--- config.mk ---
export PLATFORM = sky130hd
export DESIGN_NAME = traffic_light_ctrl
export DESIGN_NICKNAME = d
export VERILOG_FILES = /design/src/rtl/traffic_pkg.sv /design/src/rtl/dwell_timer.sv /design/src/rtl/traffic_light_ctrl.sv
export SDC_FILE = /design/constraint.sdc
export NUM_CORES = 1
export LEC_CHECK = 0
export ABC_AREA = 1
export CAP_MARGIN = 20
export CORE_UTILIZATION = 26
export CTS_BUF_LIST = sky130_fd_sc_hd__clkbuf_16
export DETAILED_ROUTE_END_ITERATION = 10
export PLACE_DENSITY = 0.44
export SLEW_MARGIN = 20
export SYNTH_ARGS = -nofsm -noshare
export SYNTH_HDL_FRONTEND = slang
export SYNTH_HIERARCHICAL = 1
export SYNTH_SLANG_ARGS = --single-unit
--- constraint.sdc ---
create_clock -name clock -period 4.3 [get_ports clock]
set_input_delay 0.645 -clock clock [delete_from_list [all_inputs] [get_ports clock]]
set_output_delay 0.645 -clock clock [all_outputs]
set_load 0.02 [all_outputs]
--- src/rtl/traffic_pkg.sv ---
// traffic_pkg: lamp encodings, state codes and lamp decode shared by the traffic controller
package traffic_pkg;
  localparam logic [2:0] RED    = 3'b100;
  localparam logic [2:0] GREEN  = 3'b010;
  localparam logic [2:0] YELLOW = 3'b001;
  localparam logic [2:0] OFF    = 3'b000;
  typedef enum logic [2:0] {
    MAIN_G = 3'd0,
    MAIN_Y = 3'd1,
    CLR_A  = 3'd2,
    SIDE_G = 3'd3,
    SIDE_Y = 3'd4,
    CLR_B  = 3'd5,
    FLASH  = 3'd6
  } state_t;
  function automatic logic [5:0] lamps(state_t s, logic lit);
    return s == MAIN_G ? {GREEN, RED} :
           s == MAIN_Y ? {YELLOW, RED} :
           s == SIDE_G ? {RED, GREEN} :
           s == SIDE_Y ? {RED, YELLOW} :
           s == FLASH  ? (lit ? {YELLOW, RED} : {OFF, OFF}) :
                         {RED, RED};
  endfunction
endpackage

--- src/rtl/dwell_timer.sv ---
// dwell_timer: loadable down-counter that advances on tick and flags expiry at zero
module dwell_timer #(
  parameter int CNT_W = 8,
  parameter logic [CNT_W-1:0] RST_VAL = '0
) (
  input  logic             clock,
  input  logic             reset_n,
  input  logic             tick,
  input  logic             load,
  input  logic [CNT_W-1:0] load_val,
  output logic             expired
);
  logic [CNT_W-1:0] cnt;
  // load wins over counting; the count parks at zero until the next load
  always_ff @(posedge clock or negedge reset_n)
    if (!reset_n) cnt <= RST_VAL;
    else if (load) cnt <= load_val;
    else if (tick && cnt != '0) cnt <= cnt - 1'b1;
  assign expired = cnt == '0;
endmodule

--- src/rtl/traffic_light_ctrl.sv ---
// traffic_light_ctrl: two-road Moore traffic-light controller with demand-driven side service and night flash
module traffic_light_ctrl
  import traffic_pkg::*;
#(
  parameter int CNT_W          = 8,
  parameter int MAIN_MIN_TICKS = 8,
  parameter int SIDE_TICKS     = 5,
  parameter int YELLOW_TICKS   = 3,
  parameter int CLEAR_TICKS    = 2,
  parameter int FLASH_TICKS    = 4
) (
  input  logic       clock,
  input  logic       reset_n,
  input  logic       tick,
  input  logic       side_req,
  input  logic       flash,
  output logic [2:0] main_light,
  output logic [2:0] side_light,
  output logic [2:0] phase,
  output logic       req_pending
);
  state_t state, state_nxt;
  logic lit, lit_nxt, load, expired, fire, enter_side;
  logic [CNT_W-1:0] load_val;
  assign fire = tick && expired;
  assign enter_side = state_nxt == SIDE_G && state != SIDE_G;
  assign phase = state;
  dwell_timer #(.CNT_W(CNT_W), .RST_VAL(CNT_W'(CLEAR_TICKS - 1))) u_timer (
    .clock(clock),
    .reset_n(reset_n),
    .tick(tick),
    .load(load),
    .load_val(load_val),
    .expired(expired)
  );
  // next state on dwell expiry; the timer reloads on every state change and every flash half-period
  always_comb begin
    state_nxt = state;
    case (state)
      MAIN_G:  state_nxt = fire && req_pending ? MAIN_Y : MAIN_G;
      MAIN_Y:  state_nxt = fire ? CLR_A : MAIN_Y;
      CLR_A:   state_nxt = fire ? (flash ? FLASH : SIDE_G) : CLR_A;
      SIDE_G:  state_nxt = fire ? SIDE_Y : SIDE_G;
      SIDE_Y:  state_nxt = fire ? CLR_B : SIDE_Y;
      CLR_B:   state_nxt = fire ? (flash ? FLASH : MAIN_G) : CLR_B;
      FLASH:   state_nxt = fire && !flash ? CLR_B : FLASH;
      default: state_nxt = CLR_B;
    endcase
    load = state_nxt != state || (state == FLASH && fire);
    lit_nxt = state != FLASH ? 1'b1 : (fire ? ~lit : lit);
    load_val = state_nxt == MAIN_G ? CNT_W'(MAIN_MIN_TICKS - 1) :
               state_nxt == SIDE_G ? CNT_W'(SIDE_TICKS - 1) :
               state_nxt == MAIN_Y || state_nxt == SIDE_Y ? CNT_W'(YELLOW_TICKS - 1) :
               state_nxt == FLASH ? CNT_W'(FLASH_TICKS - 1) :
                                    CNT_W'(CLEAR_TICKS - 1);
  end
  // lamps are decoded from the next state so they change on the same edge as the state
  always_ff @(posedge clock or negedge reset_n)
    if (!reset_n) begin
      state       <= CLR_B;
      lit         <= 1'b1;
      req_pending <= 1'b0;
      main_light  <= RED;
      side_light  <= RED;
    end else begin
      state       <= state_nxt;
      lit         <= lit_nxt;
      req_pending <= enter_side ? 1'b0 : req_pending | side_req;
      {main_light, side_light} <= lamps(state_nxt, lit_nxt);
    end
endmodule

# Word-level counts from Yosys, hierarchy flattened
# Cells that the tools add are included.
dict set report totals {
  in_bits 5
  mem_count 0
  elab_cells 61
  mem_bits_rw 0
  latch_bits 0
  out_inout_bits 10
  reg_bits 19
  mem_bits_ro 0
}
dict set report op_classes {
  reduce_logical 14
  n_eq_ne 13
  div 0
  n_shift 0
  magnitude_cmp 0
  muxes 25
  bitwise_logic 2
  add_sub_neg 1
  n_mul 0
}
# operator count
set op_table {}
lappend op_table {{6-bit 2-to-1 mux} 5}
lappend op_table {{3-bit 2-to-1 mux} 7}
lappend op_table {{3-bit one-hot mux with 7 select lines} 1}
lappend op_table {{8-bit 2-to-1 mux} 2}
lappend op_table {{3-bit == test, second input constant} 5}
lappend op_table {{3-bit by 2-bit == test with 1-bit output, second input constant} 3}
lappend op_table {{8-bit logical NOT} 1}
lappend op_table {{2-bit 2-to-1 mux} 4}
lappend op_table {{8-bit nonzero test} 1}
lappend op_table {{8-bit by 1-bit subtractor with 8-bit output, second input constant} 1}
lappend op_table {{3-bit by 1-bit == test with 1-bit output, second input constant} 2}
lappend op_table {{1-bit logical AND} 6}
lappend op_table {{3-bit logical NOT} 2}
lappend op_table {{1-bit 2-to-1 mux} 5}
lappend op_table {{4-bit 2-to-1 mux} 1}
lappend op_table {{3-bit by 2-bit != test with 1-bit output, second input constant} 1}
lappend op_table {{3-bit != test} 1}
lappend op_table {{3-bit != test, second input constant} 1}
lappend op_table {{1-bit logical OR} 2}
lappend op_table {{2-bit nonzero test} 1}
lappend op_table {{1-bit logical NOT} 1}
lappend op_table {{1-bit NOT} 1}
lappend op_table {{1-bit OR} 1}

# Logic depth before layout (Yosys ltp)
# Gate-level depths: netlist of run 1.
dict set report logic_depth {
  depth_word 11
  ltp_mapped 17
  depth_no_buf 17
}

# Hierarchy
# Netlist of run 1, hierarchy kept.
# module instances cells_each area_each_um2 seq_area_each_um2
set by_module_without_submodules {}
lappend by_module_without_submodules {traffic_light_ctrl 1 85 779.5 281.5}
lappend by_module_without_submodules {dwell_timer 1 93 598.1 201.4}

# Worst setup path after synthesis of run 1
# Ideal clock, no wire load.
dict set report synth_timing {
  path_kind {register to register}
  startpoint {reg u_timer.cnt[0]}
  endpoint {reg u_timer.cnt[1]}
  arrival_time_ps 2130
  t_required_ps 4179
  path_stages_with_launch 16
  n_path_buf 1
  period_less_slack_ps 2251
  setup_ps 121
  setup_slack_ps 2049
  cell_sequence {dfstp_2 inv_1 ha_1 nand2_1 nor2_1 nand2_2 nand2_1 nand2_1 clkinv_1 nand3_1 nand2_1 nand4_1 clkbuf_1 o21ai_0 nand2_1 o21ai_1}
}
dict set report synth_via {
  elab_cells_between_ends 31
  classes_between {add/sub: 1; eq/ne: 5; mux: 14; reduce/logical: 11}
}
# item line_no
set synth_rtl {}
lappend synth_rtl {{start: declaration} dwell_timer.sv:13} ;# logic [CNT_W-1:0] cnt;
lappend synth_rtl {{start signal: assignment} dwell_timer.sv:17} ;# else if (load) cnt <= load_val;
lappend synth_rtl {{start signal: assignment} dwell_timer.sv:18} ;# else if (tick && cnt != '0) cnt <= cnt - 1'b1;
lappend synth_rtl {{8-bit logical NOT *} dwell_timer.sv:19} ;# assign expired = cnt == '0;
lappend synth_rtl {{via expired} traffic_light_ctrl.sv:23} ;# logic lit, lit_nxt, load, expired, fire, enter_side;
lappend synth_rtl {{1-bit logical AND *} traffic_light_ctrl.sv:25} ;# assign fire = tick && expired;
lappend synth_rtl {{1-bit logical AND (on tied branches)} {traffic_light_ctrl.sv:46, traffic_light_ctrl.sv:40}}
lappend synth_rtl {{2-bit 2-to-1 mux or 1-bit 2-to-1 mux (tied branches)} {traffic_light_ctrl.sv:46, traffic_light_ctrl.sv:40}}
lappend synth_rtl {{3-bit one-hot mux with 7 select lines *} traffic_light_ctrl.sv:39} ;# case (state)
lappend synth_rtl {{via state_nxt[0]} traffic_light_ctrl.sv:22} ;# state_t state, state_nxt;
lappend synth_rtl {{3-bit != test *} traffic_light_ctrl.sv:49} ;# load = state_nxt != state || (state == FLASH && fire);
lappend synth_rtl {{1-bit logical OR *} traffic_light_ctrl.sv:49}
lappend synth_rtl {{via load} traffic_light_ctrl.sv:23}
lappend synth_rtl {{8-bit 2-to-1 mux or 2-bit nonzero test (tied branches)} -}
# The timed path passes the listed nets; every way through them passes the cells marked *. The select of a mux whose other input is x is not followed.
# A chain may end at the register's enable or synchronous reset.

# Worst setup path in the final report of run 1
dict set report layout_timing {
  startpoint {reg u_timer.cnt[0]}
  endpoint {reg u_timer.cnt[4]}
}
# Same word-level chain as after synthesis.

==> flow_metrics.py, run 1 <==
metrics = {
    "power": {
        "p_clk_frac": 0.163,
        "switching_share": 0.475,
        "ir_drop_mv": 0.235,
        "cellPowerDensity_mw_per_mm2": 712,
        "pwr-share-seq": 0.291,
        "power.leakage_nw": 0.812,
        "power_mw": 1.19,
        "intPower_uw": 626,
        "power.switching_uw": 566,
        "power_frac_comb": 0.546,
    },
    "floorplanning": {
        "core_mm2": 0.00511,
        "fp.dieArea_mm2": 0.00559,
        "die_w_um": 74.8,
        "die-height_um": 74.8,
        "start_util": 0.270,
        "core.rowCount": 26,
        "io_pins": 15,
    },
    "setup_path": {
        "critPathLaunchType": "flip-flop",
        "required_ns": 4.49,
        "crit_type": "reg -> reg",
        "endpoint_kind": "flip-flop",
        "cp_data_arrival_time_ns": 3.05,
        "critPathMaxFanout": 13,
    },
    "placed_design": {
        "portBuffers": 14,
        "gp_congestion": 0.813,
        "place_hpwl_um": 2250,
        "preCtsSetupSlack_ns": 1.25,
        "dp.cells": 263,
        "place_area_mm2": 0.00159,
    },
    "routing": {
        "drc": 0,
        "finalWirelength_um": 2870,
        "wire_per_inst_um": 10.7,
        "dr.first_iter.drc_count": 79,
        "drt-vias-per-instance": 4.15,
        "vias": 1107,
        "antenna_left": 0,
        "first_pass_iters": 4,
    },
    "cts": {
        "clk_latency_ns": 0.25,
        "ctsHoldBuffers": 0,
        "htreeDepth": 1,
        "cts_root_buffer": "clkbuf_16",
        "clk_pin_slew_ns": 0.06,
        "clk_path_buf_depth": 2,
        "post_cts_resized": 0,
        "cts_tree": "yes",
        "clkSinkCount": 19,
        "post-cts-setup-buffer-count": 0,
        "numCtsBuffers": 3,
    },
    "finish": {
        "final_area_mm2": 0.00167,
        "diodes": 0,
        "stdcell_count": 267,
        "nNetsFinal": 205,
        "post-route-util": 0.328,
        "synthToLayoutAreaGrowth_pct": 21.5,
        "drive_gt1_frac": 0.254,
    },
    "timing": {
        "final.min_clock_period_ns": 2.86,
        "max_freq_mhz": 350,
        "timing.final.crit_share": 0.665,
        "maxSlewHeadroom": 0.386,
        "hold_ws_ns": 0.572,
        "slew_violations": 0,
        "final.setup.worst_slack_ns": 1.44,
        "hold_violations": 0,
        "setup_viol": 0,
        "worst_pin_slew_ns": 0.919,
        "finalSetupTns_ns": 0,
        "rsz0062_at_grt": "false",
        "finClkSkew_ns": 0.00173,
    },
    "synthesis": {
        "synth_area_per_cell_um2": 7.74,
        "syn_area_mm2": 0.00138,
        "synth_area_leaders": "dfrtp_1 24%, nand2_1 14%, dfstp_2 11%",
        "yosysSeqAreaShare": 0.351,
        "syn_inst": 178,
        "synth-seq-cells": 19,
        "synth_flop_cell": "dfrtp_1",
        "yosys.area.top_type": "dfrtp_1",
        "synth_top_area_frac": 0.236,
        "ys_warn_count": 6,
        "synth_cell_type_count": 32,
        "synth_edf_count": 0,
        "synthArstFlopShare": 1.00,
    },
    "run_status": {
        "status": "completed",
    },
    "global_routing": {
        "grt_pass1_wl_um": 5110,
        "first_global_vias": 1126,
        "antenna_found_initial": 0,
        "grt_max_degree": 20,
        "grt_usage": 0.121,
        "grt-ovfl-total": 0,
    },
    "run": {
        "max_cap_viol_count": 0,
    },
    "min_path": {
        "hp-class": "reg -> reg",
    },
}
-- Yosys cell counts (all sizes together) (2+ instances only) --
| master | instances |
|---|---|
| inv | 22 |
| clkinv | 3 |
| dfrtp | 13 |
| o21ai | 7 |
| nor2 | 23 |
| buf | 2 |
| dfstp | 6 |
| ha | 2 |
| nand3 | 22 |
| nand2 | 65 |
| nand4 | 7 |
-- power groups by stage --
| stage | logic [mW] | clock network (mW) | registers (mW) |
|---|---|---|---|
| final | 0.650 | 0.195 | 0.347 |
| after global routing | 0.754 | 0.208 | 0.360 |
| after CTS | 0.661 | 0.203 | 0.347 |
| after detailed placement | 0.658 | 0 | 0.349 |
| after global placement | 0.664 | 0 | 0.353 |
| after floorplan | 0.503 | 0 | 0.346 |
-- final timing paths --
kind	start	depth (start not counted)	to	slack, ns
max	u_timer/cnt[0]$_DFFE_PN1P_	15	u_timer/cnt[4]$_DFFE_PN0P_	1.44
min	u_timer/cnt[2]$_DFFE_PN0P_	2	u_timer/cnt[2]$_DFFE_PN0P_	0.57
max reg2reg	u_timer/cnt[0]$_DFFE_PN1P_	15	u_timer/cnt[4]$_DFFE_PN0P_	1.44
min reg2reg	u_timer/cnt[2]$_DFFE_PN0P_	2	u_timer/cnt[2]$_DFFE_PN0P_	0.57
max in group asynchronous	reset_n	1	u_timer/cnt[6]$_DFFE_PN0P_	2.83
min in group asynchronous	reset_n	1	req_pending$_DFF_PN0_	0.91
-- worst max-delay path, stage by stage (launching register included) --
cell      delay, ns
dfstp_2        0.53
inv_1          0.11
ha_1           0.24
nand2_1        0.13
nor2_1         0.10
nand2_2        0.15
clkinv_4       0.11
nand3_2        0.08
nand3_1        0.14
nand2_1        0.10
nand4_1        0.39
inv_1          0.41
nand3_1        0.13
nand2_1        0.08
nand2_1        0.05
nand2_1        0.06
-- routing by layer --
| layer | share of wire | GRT usage | up-vias |
|---|---|---|---|
| li1 | - | - | 591 |
| met4 | 0.0073 | 0.0189 | 0 |
| met1 | 0.48 | 0.147 | 498 |
| met2 | 0.48 | 0.220 | 16 |
| met3 | 0.035 | 0.0281 | 2 |
| met5 | 0 | 0 | - |
-- area by class of cell --
class                   instances  area, um2
well taps                      70       87.6
clock buffers                   3       75.1
inverters                      25        105
flip-flops and latches         19        483
clock inverters                 1       5.00
repair buffers                 14        140
multi-input cells             135        778
fillers                       570       3430
-- flip-flops by register name, summed over array words and instances (netlist names) --
signal,cells
side_light,3
main_light,3
phase,3
req_pending,1
lit,1
u_timer/cnt,8
-- placed cells by master, fill, tap and decap left out, drive strengths merged, types with 4 or more instances in the layout --
master          n
conb            5
dfrtp          13
nand3          22
dfstp           6
inv            22
clkdlybuf4s50  14
clkinv          4
nand4           7
o21ai           7
nand2          65
nor2           23
-- cells by family (layout without fill, tap and decap cells) --
| family | after synthesis | after routing | synth area share |
|---|---|---|---|
| adder cells (fa/ha/maj) | 2 | 2 | 0.0182 |
| flip-flops | 19 | 19 | 0.351 |
| other | 1 | 5 | 0.00272 |
| buffers and inverters | 28 | 43 | 0.0954 |
| AND/OR/NAND/NOR | 117 | 117 | 0.477 |
| XOR/XNOR | 2 | 2 | 0.0127 |
| AO/OA/AOI/OAI | 9 | 9 | 0.0436 |
Power figures use the tool's default switching activity.
==> run 2, diff against run 1 <==
Settings changed: PLACE_DENSITY 0.44 to 0.45.
Clock period 4.3 ns to 2.6 ns, I/O delays scaled along.
==> run 2 against run 1 <==
Worst hold slack lost 0.084 ns. Die area did not move. Largest power group unchanged. Highest routed layer unchanged. Clock skew increased by 0.0029 ns.
==> flow_metrics.py, run 2 (synthesis results as in run 1) <==
metrics = {
    "power": {
        "ir_drop_mv": 0.412,
        "power.leakage_nw": 0.839,
        "cellPowerDensity_mw_per_mm2": 1170,
    },
    "global_routing": {
        "grt-ovfl-total": 0,
        "antenna_found_initial": 0,
        "first_global_vias": 1114,
        "grt_usage": 0.121,
        "grt_pass1_wl_um": 5080,
        "grt_max_degree": 20,
    },
    "cts": {
        "numCtsBuffers": 3,
        "ctsHoldBuffers": 0,
        "clk_path_buf_depth": 2,
        "cts_tree": "yes",
        "post-cts-setup-buffer-count": 0,
        "clkSinkCount": 19,
        "cts_root_buffer": "clkbuf_16",
        "clk_pin_slew_ns": 0.06,
        "post_cts_resized": 0,
        "htreeDepth": 1,
        "clk_latency_ns": 0.25,
    },
    "placed_design": {
        "place_hpwl_um": 2220,
        "portBuffers": 14,
        "place_area_mm2": 0.00162,
        "gp_congestion": 0.784,
    },
    "setup_path": {
        "crit_type": "reg -> reg",
        "crit_buf_inv": 3,
        "cp_top_family": "simple AND/OR/NAND/NOR gates",
        "required_ns": 2.79,
        "endpoint_kind": "flip-flop",
        "crit_path_top_delay_cell": "dfstp_2",
        "path_cells": "inv_1 -> ha_1 -> nand2_1 -> nor2_2 -> nand2_4 -> clkinv_4 -> nand3_1 -> a21boi_1 -> nand4_1 -> buf_4 -> o21ai_0 -> nand2_1 -> o21ai_1",
        "critPathMaxFanout": 12,
        "critPathLaunchType": "flip-flop",
        "cp_common_cell": "nand2_1",
        "cp_data_arrival_time_ns": 2.52,
        "cp_slowest_stage_delay_ns": 0.52,
    },
    "timing": {
        "final.min_clock_period_ns": 2.34,
        "rsz0062_at_grt": "false",
        "finClkSkew_ns": 0.00460,
        "setup_viol": 0,
        "hold_violations": 0,
        "slew_violations": 0,
        "hold_ws_ns": 0.488,
        "finalSetupTns_ns": 0,
        "timing.final.crit_share": 0.898,
        "max_freq_mhz": 428,
    },
    "run": {
        "max_cap_viol_count": 0,
    },
    "routing": {
        "vias": 1146,
        "drt-vias-per-instance": 4.23,
        "antenna_left": 0,
        "drc": 0,
        "dr.first_iter.drc_count": 65,
        "finalWirelength_um": 2910,
        "first_pass_iters": 4,
        "wire_per_inst_um": 10.7,
    },
    "min_path": {
        "hp-class": "in -> async",
    },
    "run_status": {
        "status": "completed",
    },
    "finish": {
        "diodes": 0,
        "final_cell_mix": "52 x nand2_1, 17 x nand3_1, 14 x clkdlybuf4s50_1",
        "nNetsFinal": 209,
        "synthToLayoutAreaGrowth_pct": 24.3,
        "drive_gt1_frac": 0.279,
        "multiInputGateArea_um2": 786,
        "regMostFlops": "u_timer/cnt",
        "seq_area_um2": 483,
        "final_area_mm2": 0.00171,
        "fill_cells": 554,
        "largest_reg_flops": 8,
        "mostFrequentLayoutCell": "nand2_1",
    },
    "floorplanning": {
        "start_util": 0.270,
        "fp.dieArea_mm2": 0.00559,
        "core_mm2": 0.00511,
        "io_pins": 15,
        "core.rowCount": 26,
        "die_w_um": 74.8,
        "die-height_um": 74.8,
    },
}
run 2: worst reg2reg max path: cells and delay by family (launching register included):
kind	cells	cell delay, ns
buffers and inverters	3	0.42
adder cells (fa/ha/maj)	1	0.22
flip-flops	1	0.52
AND/OR/NAND/NOR	6	0.65
AO/OA/AOI/OAI	3	0.46
run 2: final timing paths:
kind,slack [ns],cells after the start,to,start
setup / recovery,0.26,13,u_timer/cnt[0]$_DFFE_PN1P_,u_timer/cnt[0]$_DFFE_PN1P_
hold / removal,0.49,2,u_timer/cnt[6]$_DFFE_PN0P_,reset_n
setup reg to reg,0.26,13,u_timer/cnt[0]$_DFFE_PN1P_,u_timer/cnt[0]$_DFFE_PN1P_
hold reg to reg,0.57,2,u_timer/cnt[4]$_DFFE_PN0P_,u_timer/cnt[4]$_DFFE_PN0P_
max in group asynchronous,1.84,2,side_light[2]$_DFF_PN1_,reset_n
min in group clock,0.57,2,u_timer/cnt[4]$_DFFE_PN0P_,u_timer/cnt[4]$_DFFE_PN0P_
run 2: final cells by class:
cell class                 count  area share
timing repair buffer          18      0.0994
clock inverter                 1     0.00292
tap                           70      0.0512
sequential                    19       0.282
clock buffer                   3      0.0439
inverter                      25      0.0614
multi-input combinational    135       0.459
run 2: where the power goes:
part	leakage (nW)	internal [mW]	switching, mW
clock network	0.0409	0.206	0.117
logic	0.574	0.425	0.686
registers	0.223	0.433	0.143
total	0.839	1.06	0.946
run 2: layer usage:
layer / vias up / GRT usage / part of all wire
met5: - / 0 / 0
met4: 0 / 0.0252 / 0.0079
met3: 5 / 0.0321 / 0.030
met2: 21 / 0.207 / 0.46
met1: 523 / 0.153 / 0.50
li1: 597 / - / -
run 2: metrics by stage:
stage,cells,total power [mW],util,setup slack (ns)
2_1_floorplan,182,1.40,-,0.349
3_3_place_gp,267,1.71,0.318,0.169
3_5_place_dp,267,1.70,0.318,0.177
4_1_cts,271,2.03,0.334,0.155
5_1_grt,271,2.21,0.335,0.0265
6_report,271,2.01,0.335,0.264
==> run 3, diff against run 2 <==
Settings changed: ABC_CLOCK_PERIOD_IN_PS from default to 2600.
==> results of run 3 <==
The final DEF is identical to that of run 2; final timing and power are the same.
